File: src/rtl/fmul_pipe.sv
// Pipelined floating-point multiplier: round-to-nearest-even, special values, exception flags.
// Operands are registered on acceptance, then classify, multiply and round/pack stages follow.
module fmul_pipe #(
   parameter int EXP_WIDTH = 8,
   parameter int MAN_WIDTH = 23,
   localparam int DATA_WIDTH = 1 + EXP_WIDTH + MAN_WIDTH
) (
   input  logic                  clk_i,
   input  logic                  rst_i,
   input  logic                  valid_i,
   output logic                  ready_o,
   input  logic [DATA_WIDTH-1:0] a_i,
   input  logic [DATA_WIDTH-1:0] b_i,
   output logic                  valid_o,
   input  logic                  ready_i,
   output logic [DATA_WIDTH-1:0] c_o,
   output logic [3:0]            flags_o
);

   localparam int EW = EXP_WIDTH;
   localparam int MW = MAN_WIDTH;
   localparam int PW = 2 * MW + 2;
   localparam int XW = EW + 2;

   localparam logic signed [XW-1:0] BIAS     = XW'((2 ** (EW - 1)) - 1);
   localparam logic signed [XW-1:0] EXP_MAX  = XW'((2 ** EW) - 1);
   localparam logic signed [XW-1:0] EXP_ONE  = XW'(1);
   localparam logic signed [XW-1:0] EXP_ZERO = '0;
   localparam logic [DATA_WIDTH-1:0] QNAN    = {1'b0, {EW{1'b1}}, 1'b1, {(MW-1){1'b0}}};

   typedef enum logic [1:0] {
      KIND_NORMAL,
      KIND_NAN,
      KIND_INF,
      KIND_ZERO
   } kind_t;

   logic en;

   logic                  s1_valid;
   logic [DATA_WIDTH-1:0] s1_a;
   logic [DATA_WIDTH-1:0] s1_b;

   logic                  s2_valid;
   logic                  s2_sign;
   kind_t                 s2_kind;
   logic                  s2_invalid;
   logic signed [XW-1:0]  s2_exp;
   logic [MW:0]           s2_ma;
   logic [MW:0]           s2_mb;

   logic                  s3_valid;
   logic                  s3_sign;
   kind_t                 s3_kind;
   logic                  s3_invalid;
   logic signed [XW-1:0]  s3_exp;
   logic [PW-1:0]         s3_prod;

   assign en      = !valid_o || ready_i;
   assign ready_o = en && !rst_i;

   logic          a_sign, b_sign;
   logic [EW-1:0] a_exp, b_exp;
   logic [MW-1:0] a_man, b_man;
   logic          a_nan, a_inf, a_zero;
   logic          b_nan, b_inf, b_zero;

   assign {a_sign, a_exp, a_man} = s1_a;
   assign {b_sign, b_exp, b_man} = s1_b;

   assign a_nan  = (&a_exp) && (a_man != '0);
   assign a_inf  = (&a_exp) && (a_man == '0);
   assign a_zero = (a_exp == '0);
   assign b_nan  = (&b_exp) && (b_man != '0);
   assign b_inf  = (&b_exp) && (b_man == '0);
   assign b_zero = (b_exp == '0);

   kind_t                s1_kind;
   logic                 s1_invalid;
   logic signed [XW-1:0] s1_exp_sum;

   // Special-case priority: NaN input, then inf*0, then inf, then zero (subnormals count as zero).
   always_comb begin
      s1_kind    = KIND_NORMAL;
      s1_invalid = 1'b0;
      if (a_nan || b_nan) begin
         s1_kind = KIND_NAN;
      end else if ((a_inf && b_zero) || (b_inf && a_zero)) begin
         s1_kind    = KIND_NAN;
         s1_invalid = 1'b1;
      end else if (a_inf || b_inf) begin
         s1_kind = KIND_INF;
      end else if (a_zero || b_zero) begin
         s1_kind = KIND_ZERO;
      end
   end

   assign s1_exp_sum = XW'(a_exp) + XW'(b_exp) - BIAS;

   logic [PW-1:0] s2_prod;
   assign s2_prod = PW'(s2_ma) * PW'(s2_mb);

   logic [MW-1:0]        frac_t;
   logic                 guard;
   logic                 sticky;
   logic signed [XW-1:0] exp_n;

   always_comb begin
      frac_t = '0;
      guard  = 1'b0;
      sticky = 1'b0;
      exp_n  = s3_exp;
      if (s3_prod[PW-1]) begin
         frac_t = s3_prod[PW-2 -: MW];
         guard  = s3_prod[MW];
         sticky = |s3_prod[MW-1:0];
         exp_n  = s3_exp + EXP_ONE;
      end else begin
         frac_t = s3_prod[PW-3 -: MW];
         guard  = s3_prod[MW-1];
         sticky = |s3_prod[MW-2:0];
      end
   end

   logic                 round_up;
   logic [MW:0]          frac_r;
   logic signed [XW-1:0] exp_r;
   logic                 inexact;

   // A carry out of the rounded fraction leaves it all-zero, so only the exponent needs bumping.
   assign round_up = guard & (sticky | frac_t[0]);
   assign frac_r   = {1'b0, frac_t} + {{MW{1'b0}}, round_up};
   assign exp_r    = exp_n + (frac_r[MW] ? EXP_ONE : EXP_ZERO);
   assign inexact  = guard | sticky;

   logic [DATA_WIDTH-1:0] res_word;
   logic [3:0]            res_flags;

   always_comb begin
      res_word  = '0;
      res_flags = '0;
      case (s3_kind)
         KIND_NAN: begin
            res_word  = QNAN;
            res_flags = {s3_invalid, 3'b000};
         end
         KIND_INF: begin
            res_word = {s3_sign, {EW{1'b1}}, {MW{1'b0}}};
         end
         KIND_ZERO: begin
            res_word = {s3_sign, {(EW + MW){1'b0}}};
         end
         default: begin
            if (exp_r >= EXP_MAX) begin
               res_word  = {s3_sign, {EW{1'b1}}, {MW{1'b0}}};
               res_flags = 4'b0101;
            end else if (exp_r <= EXP_ZERO) begin
               res_word  = {s3_sign, {(EW + MW){1'b0}}};
               res_flags = 4'b0011;
            end else begin
               res_word  = {s3_sign, exp_r[EW-1:0], frac_r[MW-1:0]};
               res_flags = {3'b000, inexact};
            end
         end
      endcase
   end

   // One global enable: the whole pipe, bubbles included, either shifts or holds.
   always_ff @(posedge clk_i) begin
      if (rst_i) begin
         s1_valid <= 1'b0;
         s2_valid <= 1'b0;
         s3_valid <= 1'b0;
         valid_o  <= 1'b0;
         c_o      <= '0;
         flags_o  <= '0;
      end else if (en) begin
         s1_valid   <= valid_i;
         s1_a       <= a_i;
         s1_b       <= b_i;

         s2_valid   <= s1_valid;
         s2_sign    <= a_sign ^ b_sign;
         s2_kind    <= s1_kind;
         s2_invalid <= s1_invalid;
         s2_exp     <= s1_exp_sum;
         s2_ma      <= {1'b1, a_man};
         s2_mb      <= {1'b1, b_man};

         s3_valid   <= s2_valid;
         s3_sign    <= s2_sign;
         s3_kind    <= s2_kind;
         s3_invalid <= s2_invalid;
         s3_exp     <= s2_exp;
         s3_prod    <= s2_prod;

         valid_o    <= s3_valid;
         c_o        <= res_word;
         flags_o    <= res_flags;
      end
   end

endmodule

File: config.mk
export PLATFORM = sky130hd
export DESIGN_NAME = fmul_pipe
export DESIGN_NICKNAME = d
export VERILOG_FILES = /design/src/rtl/fmul_pipe.sv
export SDC_FILE = /design/constraint.sdc
export NUM_CORES = 2
export LEC_CHECK = 0
export ABC_AREA = 1
export CAP_MARGIN = 10
export CORE_MARGIN = 2
export CORE_UTILIZATION = 35
export DETAILED_ROUTE_END_ITERATION = 8
export GPL_TIMING_DRIVEN = 0
export MAX_ROUTING_LAYER = met4
export PLACE_DENSITY = 0.53
export REMOVE_ABC_BUFFERS = 1
export SLEW_MARGIN = 30
export SYNTH_ARGS = -nofsm -noshare
export SYNTH_HDL_FRONTEND = slang
export SYNTH_SLANG_ARGS = --single-unit
File: constraint.sdc
create_clock -name clk_i -period 18.3 [get_ports clk_i]
set_input_delay 3.66 -clock clk_i [delete_from_list [all_inputs] [get_ports clk_i]]
set_output_delay 3.66 -clock clk_i [all_outputs]
set_load 0.02 [all_outputs]
# After elaboration in Yosys (flattened, before gate mapping)
# Index checks and enable logic that the tools add are counted.
# totals
word_cells,76
inputBits,68
out_inout_bits,38
ff_bits,226
# op_classes
n_mux,14
add_sub_neg,5
order_cmp,2
multipliers,1
n_reduce_logical,27
bitwise,5
n_eq_ne,3
# op_table
op,n
32-bit one-hot mux with 3 select lines,1
31-bit 2-to-1 mux,2
24-bit by 24-bit multiplier with 48-bit output,1
23-bit zero test,2
23-bit nonzero test,2
23-bit by 1-bit adder with 24-bit output,1
23-bit 2-to-1 mux,1
23-bit OR reduction,1
22-bit OR reduction,1
8-bit zero test,2
8-bit AND reduction,2
10-bit by 2-bit adder with 10-bit output,1
10-bit by 2-bit adder with 10-bit output (second input constant),1
10-bit by 9-bit >= comparator with 1-bit output (second input constant),1
10-bit by 1-bit <= comparator with 1-bit output (second input constant),1
10-bit 2-to-1 mux,1
9-bit by 7-bit subtractor with 10-bit output (second input constant),1
8-bit by 8-bit adder with 9-bit output,1
4-bit one-hot mux with 2 select lines,1
1-bit logical AND,7
2-bit 2-to-1 mux,3
1-bit logical OR,5
2-bit equality test (second input constant),2
1-bit 2-to-1 mux,4
9 further kinds,12

# Depth between registers and ports, before layout
# depth
depth_word,11
depth_mapped,34
depth_no_buf,31

# Least setup slack after synthesis
# OpenSTA, ideal clock, no wires.
# synth_path
kind,in2out
startpoint,in rst_i
endpoint,out ready_o
path_slack_ns,2.596
required_ns,14.640
arrival_time_ns,12.044
n_path_buf,2
path_stages,3
cell_sequence,clkbuf_1 clkbuf_1 nor2_1
# synth_via
elab_chain_len,2
# synth_lines
item,line,rtl
start: declaration,9,"input logic rst_i,"
1-bit zero test,60,assign ready_o = en && !rst_i;
1-bit logical AND,60,
end: declaration,11,"output logic ready_o,"
# Every way passes these cells.

# Final worst setup path
# layout_path
startpoint,in ready_i
endpoint,out ready_o
# layout_via
elab_chain_len,2
# layout_lines
item,line,rtl
start: declaration,15,"input logic ready_i,"
1-bit logical OR,59,assign en = !valid_o || ready_i;
1-bit logical AND,60,
# Every way passes these cells.

==> qor.txt <==
=================================================================================
Remaining antenna violation count after routing ....................            0
Die width ..........................................................       293 µm
TritonCTS clock tree ...............................................        built
Number of hold violations in the final report ......................            0
First-pass GRT wire length .........................................   120,000 µm
Vias after detailed routing ........................................        21.2k
EDFF count, synth ..................................................          186
Yosys Warn Count ...................................................            0
Min Hold Slack .....................................................     0.410 ns
Crit path arrival time .............................................      6.53 ns
Multiplexer share of the synthesized area ..........................           0%
Max stage delay cell, worst path ................................... sky130_fd_sc_hd__clkdlybuf4s50_1
Chain of cells forming the critical path ........................... clkdlybuf4s50_1 > nor2_4 > buf_16 > nor2_4 > buf_16 > buf_16 > buf_16 > buf_16 > buf_16 > buf_16 > clkdlybuf4s50_1
Minimum clock period after layout ..................................     10.19 ns
Data required, critical path .......................................     14.64 ns
Worst reg-to-reg path cell count ...................................           22
Worst Clk Skew .....................................................    0.0223 ns
Launch instance of the worst min-delay path ........................    s2_exp[3]
Crit path buf inv count ............................................            9
Core footprint .....................................................   82,200 µm²
Pins Over Slew Limit ...............................................            0
Setup ws final .....................................................      8.11 ns
Ant diodes .........................................................            0
Drt drc ............................................................            0
Final setup fails ..................................................            0
Synth-to-layout area growth ........................................        13.6%
Number of DRC markers after the initial detailed-route iteration ...        1,141
# H-tree levels ....................................................            1
Antenna violations before repair ...................................            0
Root Driver ........................................................ sky130_fd_sc_hd__clkbuf_16
Register-to-register setup slack ...................................     11.04 ns
Most Frequent Cell on Critical Path ................................ sky130_fd_sc_hd__buf_16
Worst Path Class, Setup ............................................    in -> out
I/O Pins ...........................................................          106
CP endpoint kind ...................................................  output port
Critical Path Max Stage Delay ......................................      0.62 ns
Capture endpoint of the worst hold path ............................    s3_exp[3]
Dpl ws .............................................................      8.09 ns
Class of the most critical hold timing path ........................   reg -> reg
Fraction of synthesis flops using an asynchronous set or reset pin .           0%
Fraction of the core area covered by cells at the end of the flow ..        40.2%
Endpoint of the worst-slack reg-to-reg timing path .................  s3_prod[29]
Number of global-route vias before repair ..........................        22.2k
Pin count of the biggest net entering global routing ...............           31
Area occupied by multi-input gates .................................   18,500 µm²
Share of the synthesized area in the top cell type .................        33.2%
Global-route total usage across every layer ........................        18.0%
Routed vias/inst ...................................................         4.61
Storage cell area ..................................................     6390 µm²
XOR/XNOR share of the synthesized area .............................        2.13%
Top cells by area in the synthesized netlist ....................... sky130_fd_sc_hd__fa_1 (33%), sky130_fd_sc_hd__edfxtp_1 (19%), sky130_fd_sc_hd__inv_1 (13%), sky130_fd_sc_hd__nand2_1 (10%), sky130_fd_sc_hd__ha_1 (8.5%)
Total Die Area .....................................................   85,600 µm²
Max-Cap Viols ......................................................            0
Die boundary height ................................................       293 µm
Fill count .........................................................        8,375
Largest fanout on the critical path ................................           23
Worst hold stages ..................................................            0
Proportion of synthesized chip area in sequential cells ............        21.9%
Simple-gate share of the synthesized area ..........................        16.0%
Initial core utilization ...........................................        35.4%
Mapped cell area ...................................................   29,100 µm²
Remaining max-slew budget at the tightest pin ......................        46.4%
Worst-skew pair later-pin latency ..................................      0.57 ns
Total of flip-flops plus latches after synthesis ...................          226
Setup repair after global routing missed its margin ................           no
Startpoint kind of the worst setup timing path .....................    input pin
Unique cell type count in the Yosys netlist ........................           51
Outcome ............................................................ finished, final reports clean
Post-CTS resize count ..............................................            0
FP Rows ............................................................          105
Avg Cell Area, Syn .................................................     8.55 µm²
Gpl congestion .....................................................        0.918
Slew at the pin with the worst max-slew slack ......................     0.805 ns
Number of port buffers .............................................          105
Synthesized netlist cell count .....................................        3,409
Post-layout net count ..............................................        4,255
Total clock buffers created by CTS .................................           26
FF-to-FF Start .....................................................    s2_ma[16]
Setup fix buffers added after clock tree synthesis .................            0
Sink count of the clock tree .......................................          226
Maximum clock frequency ............................................     98.1 MHz
Pre-antenna DRT Iters ..............................................            5
Global-route congestion overflow total .............................            0
Setup tns final ....................................................         0 ns
Compound-cell area share of the yosys netlist ......................        3.76%
Cell accounting for the most synthesized area ...................... sky130_fd_sc_hd__fa_1
Period utilisation layout ..........................................        55.7%
Final routed wire length divided by cell count .....................      15.8 µm
Family with the most delay on the worst path ....................... buffers and inverters
Predominant post-synthesis flop cell ............................... sky130_fd_sc_hd__edfxtp_1
Post-DP HPWL .......................................................    61,100 µm
Register clock-pin slew on the reported worst setup and hold paths .      0.06 ns
Quantity of hold-fixing buffers added after cts ....................            0
Longest Clk Path Bufs ..............................................            3
Routed WL ..........................................................    72,400 µm
Layout cell share with drive strength beyond 1 .....................        4.76%
Combinational family with the most area after synthesis ............  adder cells
Adder-Cell Fraction of Synth Area ..................................        41.7%
=================================================================================
## cell type report
cell class                      instances  area share [%]
Multi-Input combinational cell       2072            56.0
Clock buffer                           33            2.25
Timing Repair Buffer                  183            6.65
Inverter                              998            11.3
Tap cell                             1070            4.05
Sequential cell                       226            19.3
Clock inverter                         14           0.408
## sequential cells by signal (all words and copies together), names as in the netlist, 2 cells and up
register	count
c_o	32
flags_o	4
s1_a	32
s1_b	32
s2_exp	10
s2_kind	2
s2_ma	23
s2_mb	23
s3_exp	10
s3_kind	2
s3_prod	48
## metrics by stage
stage | cells | cell area, µm²
2_1_floorplan | 3296 | 28700
3_3_place_gp | 4471 | 31000
3_5_place_dp | 4549 | 32200
4_1_cts | 4596 | 33100
5_1_grt | 4596 | 33100
6_report | 4596 | 33100
## cell usage after synthesis, types with 8 or more instances
master	number
sky130_fd_sc_hd__inv_1	990
sky130_fd_sc_hd__nand2_1	809
sky130_fd_sc_hd__fa_1	483
sky130_fd_sc_hd__ha_1	197
sky130_fd_sc_hd__edfxtp_1	186
sky130_fd_sc_hd__nor2_1	122
sky130_fd_sc_hd__clkbuf_1	103
sky130_fd_sc_hd__a21oi_1	94
sky130_fd_sc_hd__nand3_1	65
sky130_fd_sc_hd__o21ai_0	62
sky130_fd_sc_hd__xor2_1	50
sky130_fd_sc_hd__dfxtp_1	40
sky130_fd_sc_hd__nand4_1	37
sky130_fd_sc_hd__nor4_1	25
sky130_fd_sc_hd__xnor2_1	21
sky130_fd_sc_hd__nor3_1	19
sky130_fd_sc_hd__o21ai_1	11
sky130_fd_sc_hd__a31oi_1	10
sky130_fd_sc_hd__nand2_2	8
## worst max path at each step
stage               endpoint  cells after the start  startpoint
finish               ready_o                     11     ready_i
CTS                  ready_o                     11     ready_i
global route         ready_o                     11     ready_i
global placement     ready_o                      3       rst_i
floorplan            ready_o                      2     ready_i
detailed placement   ready_o                     11     ready_i
## placed cells by master (no fill, tap or decap), drive strengths merged, types with 2 or more instances in the layout
| cell | instances |
|---|---|
| a31oi | 10 |
| ha | 197 |
| nand3 | 68 |
| a21oi | 94 |
| fa | 483 |
| nand3b | 2 |
| nor3b | 2 |
| and2 | 5 |
| clkdlybuf4s50 | 104 |
| or2 | 2 |
| nor3 | 23 |
| a221oi | 2 |
| edfxtp | 186 |
| bufinv | 2 |
| clkbuf | 33 |
| clkinv | 13 |
| o211ai | 3 |
| nor2 | 132 |
| nand2 | 819 |
| o21ai | 75 |
| buf | 79 |
| a21o | 4 |
| xnor2 | 21 |
| nor4 | 25 |
| inv | 997 |
| xor2 | 50 |
| dfxtp | 40 |
| o21bai | 4 |
| nand4 | 39 |
| o2111ai | 4 |
## layer usage
| metal | share of wire (%) | track usage, % | wire [µm] | vias up |
|---|---|---|---|---|
| met4 | 1.5 | 2.55 | 1110 | 0 |
| met5 | 0 | - | 0 | - |
| met2 | 46 | 29.1 | 33400 | 486 |
| met1 | 48 | 24.9 | 34400 | 10400 |
| li1 | - | - | - | 10200 |
| met3 | 4.8 | 2.12 | 3470 | 71 |
## logic make-up (layout without fill, tap and decap cells)
logic type / Yosys count / after routing
simple gates: 1119 / 1119
xor+xnor: 71 / 71
compound gates: 202 / 202
buf+inv: 1111 / 1228
fa+ha+maj: 680 / 680
flops: 226 / 226
Power is left out: the tool's default activity adds up to more than one toggle a clock period on the data nets, which glitch-free logic cannot reach.
